--- src/rtl/vga_scanout.sv ---
// vga_scanout: reads the 160x120x3-bit framebuffer and scans it out to a
// 640x480@60Hz VGA DAC. Each stored pixel is replicated 4x4. A two-stage
// pipeline (address, then data) keeps colour, syncs and blanking aligned.
// A one-clk frame_start pulse marks the wrap back to (h=0, v=0).
module vga_scanout #(
    parameter int H_ACTIVE    = 640,
    parameter int H_FP        = 16,
    parameter int H_SYNC      = 96,
    parameter int H_BP        = 48,
    parameter int V_ACTIVE    = 480,
    parameter int V_FP        = 10,
    parameter int V_SYNC      = 2,
    parameter int V_BP        = 33,
    parameter int SCALE_SHIFT = 2,
    parameter int FB_W        = 160
) (
    input  logic        clk,
    input  logic        resetn,       // active-high synchronous reset
    output logic [14:0] fb_addr,
    input  logic [2:0]  fb_data,
    output logic        frame_start,
    output logic        VGA_CLK,
    output logic        VGA_HS,
    output logic        VGA_VS,
    output logic        VGA_BLANK_N,
    output logic        VGA_SYNC_N,
    output logic [9:0]  VGA_R,
    output logic [9:0]  VGA_G,
    output logic [9:0]  VGA_B
);

    localparam int H_TOTAL = H_ACTIVE + H_FP + H_SYNC + H_BP;
    localparam int V_TOTAL = V_ACTIVE + V_FP + V_SYNC + V_BP;

    localparam logic [9:0]  H_ACT_END = 10'(H_ACTIVE);
    localparam logic [9:0]  HS_BEGIN  = 10'(H_ACTIVE + H_FP);
    localparam logic [9:0]  HS_END    = 10'(H_ACTIVE + H_FP + H_SYNC);
    localparam logic [9:0]  H_LAST    = 10'(H_TOTAL - 1);
    localparam logic [9:0]  V_ACT_END = 10'(V_ACTIVE);
    localparam logic [9:0]  VS_BEGIN  = 10'(V_ACTIVE + V_FP);
    localparam logic [9:0]  VS_END    = 10'(V_ACTIVE + V_FP + V_SYNC);
    localparam logic [9:0]  V_LAST    = 10'(V_TOTAL - 1);
    localparam logic [14:0] FB_STRIDE = 15'(FB_W);

    // Pixel-rate enable and pixel clock
    logic        pix_en_q;
    logic        vga_clk_q;

    // Scan counters
    logic [9:0]  h_cnt_q, h_cnt_d;
    logic [9:0]  v_cnt_q, v_cnt_d;
    logic        frame_start_q, frame_start_d;

    // Address stage
    logic        s1_active_q, s1_hs_q, s1_vs_q;
    logic [14:0] fb_addr_q, fb_addr_d;
    logic        active_d, hs_raw_d, vs_raw_d;

    // Data stage (drives the DAC)
    logic        blank_n_q, hs_q, vs_q;
    logic [9:0]  r_q, g_q, b_q;

    // Framebuffer coordinates of the current scan position
    logic [14:0] fb_row, fb_col, stride_addr;

    assign fb_row = 15'(v_cnt_q >> SCALE_SHIFT);
    assign fb_col = 15'(h_cnt_q >> SCALE_SHIFT);

    // Row stride: 160 = 128 + 32, so two shifts and an add replace a multiplier.
    generate
        if (FB_W == 160) begin : g_stride_160
            assign stride_addr = (fb_row << 7) + (fb_row << 5) + fb_col;
        end else begin : g_stride_generic
            assign stride_addr = fb_row * FB_STRIDE + fb_col;
        end
    endgenerate

    // Next scan position and wrap detection; holds unless this is a pixel clk
    always_comb begin
        // NOTE: every signal gets a default first so no path leaves it unassigned (no latch).
        h_cnt_d       = h_cnt_q;
        v_cnt_d       = v_cnt_q;
        frame_start_d = 1'b0;
        if (pix_en_q) begin
            if (h_cnt_q == H_LAST) begin
                h_cnt_d = '0;
                if (v_cnt_q == V_LAST) begin
                    v_cnt_d       = '0;
                    frame_start_d = 1'b1;
                end else begin
                    v_cnt_d = v_cnt_q + 10'd1;
                end
            end else begin
                h_cnt_d = h_cnt_q + 10'd1;
            end
        end
    end

    // Raw timing decode and framebuffer address for the current position
    always_comb begin
        active_d  = (h_cnt_q < H_ACT_END) && (v_cnt_q < V_ACT_END);
        hs_raw_d  = !((h_cnt_q >= HS_BEGIN) && (h_cnt_q < HS_END));
        vs_raw_d  = !((v_cnt_q >= VS_BEGIN) && (v_cnt_q < VS_END));
        fb_addr_d = active_d ? stride_addr : '0;
    end

    // Scan state, address stage and data stage, all advancing on pix_en
    always_ff @(posedge clk) begin
        // NOTE: the whole datapath is reset, not just control, so the DAC sees blank/idle sync while reset is held.
        if (resetn) begin
            pix_en_q      <= 1'b0;
            vga_clk_q     <= 1'b0;
            h_cnt_q       <= '0;
            v_cnt_q       <= '0;
            frame_start_q <= 1'b0;
            s1_active_q   <= 1'b0;
            s1_hs_q       <= 1'b1;
            s1_vs_q       <= 1'b1;
            fb_addr_q     <= '0;
            blank_n_q     <= 1'b0;
            hs_q          <= 1'b1;
            vs_q          <= 1'b1;
            r_q           <= '0;
            g_q           <= '0;
            b_q           <= '0;
        end else begin
            // NOTE: non-blocking assignments so every register samples pre-edge values.
            pix_en_q      <= ~pix_en_q;
            vga_clk_q     <= ~pix_en_q;
            h_cnt_q       <= h_cnt_d;
            v_cnt_q       <= v_cnt_d;
            frame_start_q <= frame_start_d;
            if (pix_en_q) begin
                s1_active_q <= active_d;
                s1_hs_q     <= hs_raw_d;
                s1_vs_q     <= vs_raw_d;
                fb_addr_q   <= fb_addr_d;
                blank_n_q   <= s1_active_q;
                hs_q        <= s1_hs_q;
                vs_q        <= s1_vs_q;
                r_q         <= s1_active_q ? {10{fb_data[2]}} : '0;
                g_q         <= s1_active_q ? {10{fb_data[1]}} : '0;
                b_q         <= s1_active_q ? {10{fb_data[0]}} : '0;
            end
        end
    end

    assign fb_addr     = fb_addr_q;
    assign frame_start = frame_start_q;
    assign VGA_CLK     = vga_clk_q;
    assign VGA_HS      = hs_q;
    assign VGA_VS      = vs_q;
    assign VGA_BLANK_N = blank_n_q;
    assign VGA_SYNC_N  = 1'b0;
    assign VGA_R       = r_q;
    assign VGA_G       = g_q;
    assign VGA_B       = b_q;

endmodule

--- config.mk ---
export PLATFORM = sky130hd
export DESIGN_NAME = vga_scanout
export DESIGN_NICKNAME = d
export VERILOG_FILES = /design/src/rtl/vga_scanout.sv
export SDC_FILE = /design/constraint.sdc
export NUM_CORES = 1
export LEC_CHECK = 0
export BUFFER_PORTS_ARGS = -buffer_cell sky130_fd_sc_hd__buf_2
export CAP_MARGIN = 20
export CORE_UTILIZATION = 54
export DETAILED_ROUTE_END_ITERATION = 12
export GPL_TIMING_DRIVEN = 0
export PLACE_DENSITY = 0.81
export SETUP_SLACK_MARGIN = 0.2
export SYNTH_ARGS = -nofsm -noshare
export SYNTH_HDL_FRONTEND = slang
export SYNTH_SLANG_ARGS = --single-unit
--- constraint.sdc ---
create_clock -name clk -period 2.7 [get_ports clk]
set_input_delay 0.81 -clock clk [delete_from_list [all_inputs] [get_ports clk]]
set_output_delay 0.81 -clock clk [all_outputs]
set_load 0.1 [all_outputs]
; Word level (Yosys, flattened, before mapping)
; Index checks and enable logic that the tools add are counted.
[word_totals]
register_bits = 73
output_inout_bits = 51
wordCells = 42
[op_classes]
addsub = 4
order_cmp = 6
eq_ne = 2
muxes = 7
n_bitwise = 2
n_reduce_logical = 7
[ops]
columns = operator, n
row1 = 10-bit 2-to-1 mux, 5
row2 = "10-bit by 1-bit adder with 10-bit output, second input constant", 2
row3 = "10-bit equality test, second input constant", 2
row4 = "10-bit less-than comparator, second input constant", 2
row5 = "10-bit by 9-bit less-than comparator with 1-bit output, second input constant", 2
row6 = 15-bit by 13-bit adder with 15-bit output, 1
row7 = 15-bit by 8-bit adder with 15-bit output, 1
row8 = 15-bit 2-to-1 mux, 1
row9 = "10-bit greater-or-equal comparator, second input constant", 1
row10 = "10-bit by 9-bit greater-or-equal comparator with 1-bit output, second input constant", 1
row11 = 1-bit logical AND, 3
row12 = 3-bit OR reduction, 1
row13 = 1-bit zero test, 2
row14 = 1-bit inverter, 2
row15 = 2-bit AND reduction, 1
row16 = 1-bit 2-to-1 mux, 1

; Logic depth before layout (Yosys ltp)
[depth]
depth_word = 3
mapped_depth = 9
depth_no_buf = 8

; Least setup slack after synthesis
; OpenSTA, ideal clock, no wires.
[synth_timing]
path_type = register to register
start = register VGA_CLK (netlist name)
end = register v_cnt_q[6]
setup_ns = 0.072
arrival_time_ns = 2.465
setup_slack_ns = 0.163
path_stages_with_launch = 6
n_path_buf = 1
synth_period_minus_slack_ns = 2.537
cell_sequence = dfxtp_1 -> buf_2 -> nand4_2 -> or4_4 -> or4_1 -> a21oi_1
[synth_rtl]
columns = item, line_no
row1 = "end signal, assigned", 131  ; v_cnt_q <= v_cnt_d;
row2 = "end, declared", 51  ; logic [9:0] v_cnt_q, v_cnt_d;

; Worst setup path after layout
[layout_timing]
start = register v_cnt_q[4]
end = register fb_addr_q[10], in the netlist fb_addr[10]
[layout_between]
elab_chain_cells = 3
elab_cells_between_ends = 5
classes_between = add/sub (2) / order compare (1) / mux (1) / reduce/logical (1)
[layout_rtl]
columns = item, line_no
row1 = 15-bit by 13-bit adder with 15-bit output / 10-bit by 9-bit less-than comparator with 1-bit output (equally long branches), "72, 101"
row2 = 15-bit by 8-bit adder with 15-bit output / 1-bit logical AND (equally long branches), "72, 101"
row3 = 15-bit 2-to-1 mux (*), 104  ; fb_addr_d = active_d ? stride_addr : '0;
row4 = "end signal, assigned", 137  ; fb_addr_q <= fb_addr_d;
row5 = "end, declared", 56  ; logic [14:0] fb_addr_q, fb_addr_d;
; Every way passes the cells marked *; elsewhere a longest branch is shown, timed or not.
; A chain may end at the register's enable or synchronous reset.

==> results.yml <==
status:
  status: "complete, no violations"
timing:
  hold_violations: 0
  tightest_slew_ps: 812
  skew_ps: 6.36
  grt_setup_unrepaired: "no"
  finalMaxSlewViolations: 0
  fmax_ghz: 0.416
  slew_headroom: 0.457
  fin_crit_ps: 2400
  setup_viol: 0
  min_period_over_period: 0.890
  setup_tns_ps: 0
logic_synthesis:
  synth_xor_area_frac: 0.0410
  synth_area_mm2: 0.00257
  synth-main-ff-cell: "dfxtp_1"
  syn_inst: 284
  synth_cell_type_count: 57
  ys_ff_latch: 46
  ys_warn_count: 0
  synth-compound-area-share: 0.158
  synth_top_family_by_area: "simple AND/OR/NAND/NOR gates"
  yosysSeqAreaShare: 0.359
  yosys.area_share.simple: 0.201
  synth_nets: 310
  yosys-mux-area-fraction: 0.00780
  async_flop_share: 0
  synthAdderAreaFrac: 0.108
  synth_area_per_cell_um2: 9.04
  synth-edff-count: 0
hold_path:
  min_path_type: "reg2reg"
  hold_depth: 1
  min_from: "fb_addr[9]$_SDFFE_PP0P_"
cts:
  clk_pin_slew_ps: 90
  cts_hold_buf: 0
  cts_tree: "done"
  cts_buffers: 5
  htreeDepth: 2
  clock_sinks: 46
  clockRootBuffer: "clkbuf_8"
  clock_path_buffers: 2
  insertion_delay_ps: 300
run:
  drv_cap: 0
grt:
  grt_max_degree: 14
  grt_use_total: 0.234
  grt_pass1_wl_um: 9270
  grt_pass1_vias: 2016
  antenna_found_initial: 0
  grt-ovfl-total: 0
detailed_routing:
  drcViolationCount: 0
  via_count: 2195
  wl_per_cell_um: 14.2
  totalWireLength_um: 5690
  dr.pass1.iters: 4
  postRouteAntennaNets: 0
  drt-initial-drc-count: 112
  via_per_inst: 5.50
setup_path:
  reg2reg_depth: 8
  crit_type: "reg2reg"
  critPathLaunchType: "flop"
  rr_startpoint: "v_cnt_q[4]$_SDFFE_PP0P_"
  cp_max_fo: 7
  worstSetupStartpoint: "v_cnt_q[4]$_SDFFE_PP0P_"
  critPathArrivalTime_ps: 2600
  r2r_setup_slack_ps: 300
  required_ps: 2890
  endpoint_kind: "flop"
final_layout:
  mostFrequentLayoutCell: "buf_2"
  layout_common_cells: "buf_2 (56), dfxtp_1 (43), buf_4 (31), nor2_1 (20), ha_1 (19)"
  stdcell_area_mm2: 0.00306
  drive_above_1_share: 0.320
  largest_register_ff_count: 15
  syn_to_final_growth_pct: 19.1
  layout.nets: 373
  antenna_cells: 0
  n_fill_cell: 361
floorplanning:
  fp.dieW_um: 70.9
  start_util: 0.574
  coreArea_mm2: 0.00447
  dieHeight_um: 70.9
  die_area_mm2: 0.00503
  rows: 24
  io_pins: 56
power:
  ir_worst_vdd_mv: 0.398
  p_leak_uw: 0.00146
  power.density_mw_per_mm2: 465
placed_design:
  hpwl_um: 4100
  port_buffers: 53
  routabilityCongestion: 0.866
  place_area_mm2: 0.00290
-- layout make-up --
| class | count | area [um2] | share of cell area |
|---|---|---|---|
| multi-input cells | 185 | 1340 | 0.439 |
| clock buffers | 6 | 82.6 | 0.0270 |
| inverters | 15 | 56.3 | 0.0184 |
| plain buffers | 38 | 268 | 0.0876 |
| flip-flops and latches | 46 | 925 | 0.302 |
| well taps | 52 | 65.1 | 0.0213 |
| repair buffers | 56 | 288 | 0.0941 |
| clock inverters | 1 | 30.0 | 0.00982 |
-- layer usage --
layer	up-vias	routed length, um	part of all wire	global-route usage
met4	0	108	0.019	0.104
met3	11	166	0.029	0.0484
li1	1105	-	-	-
met5	-	0	0	0
met2	37	2910	0.51	0.410
met1	1042	2500	0.44	0.276
-- Yosys cell counts, types with 2 or more instances --
cell type | n | area share
nor2b_1 | 3 | 0.0073
or4_1 | 4 | 0.012
a21oi_1 | 14 | 0.027
nand4_1 | 3 | 0.0073
and4_1 | 3 | 0.010
dfxtp_1 | 46 | 0.36
buf_2 | 3 | 0.0058
inv_1 | 15 | 0.022
or3_1 | 5 | 0.012
fa_1 | 2 | 0.016
clkbuf_1 | 4 | 0.0058
nand2b_1 | 5 | 0.012
ha_1 | 19 | 0.093
nor4_1 | 2 | 0.0049
o21ai_0 | 7 | 0.014
nor4b_1 | 2 | 0.0068
nor3_1 | 4 | 0.0078
mux2i_1 | 2 | 0.0078
nand3_1 | 12 | 0.023
xnor2_1 | 7 | 0.024
a22o_1 | 7 | 0.024
o31ai_1 | 3 | 0.0088
buf_4 | 28 | 0.082
a32o_1 | 2 | 0.0078
o21a_1 | 4 | 0.012
xor2_1 | 5 | 0.017
a211o_1 | 5 | 0.017
nor2_1 | 20 | 0.029
o211ai_1 | 3 | 0.0088
nand2_1 | 18 | 0.026
-- critical path: stages, from the launching register on --
cell      delay [ps]
dfxtp_2          350
inv_1            180
fa_2             490
buf_4            150
fa_2             390
nand2b_1         180
a21oi_2          230
a21oi_1          110
a22o_1           220
-- per-stage QoR --
step	std cells	setup slack, ps	power, uW	utilization	hold WS, ps
finish	399	297	1420	0.683	467
detailed placement	389	19.3	911	0.648	454
CTS	396	227	1420	0.675	473
global route	399	209	1460	0.683	493
global placement	389	94.8	910	0.648	436
floorplan	284	313	881	-	440
-- where the power goes --
part	total [uW]	internal, uW	switching (uW)
combinational	197	39.4	158
clock	527	296	231
sequential	698	688	9.98
-- timing repair --
item | 4_1_cts | 5_1_grt
pin swaps | 0 | 5
setup buffers | 0 | 3
gates cloned | 0 | 0
endpoints found under the setup margin | 6 | 6
gates resized for setup | 3 | 8
hold endpoints to repair | 0 | 0
-- path summary, 6_finish.rpt --
| kind | to |
|---|---|
| max | fb_addr[10]$_SDFFE_PP0P_ |
| max reg2reg | fb_addr[10]$_SDFFE_PP0P_ |
| min reg2reg | fb_addr[9]$_SDFFE_PP0P_ |
| min | fb_addr[9]$_SDFFE_PP0P_ |
-- cells by family (layout without fill, tap and decap cells) --
family / count (synthesis) / count (layout)
fa+ha+maj: 21 / 21
xor+xnor: 12 / 12
other cells: 1 / 1
mux: 2 / 2
simple gates: 92 / 92
flops: 46 / 46
buf+inv: 53 / 116
compound gates: 57 / 57
(Power assumes the default switching activity.)
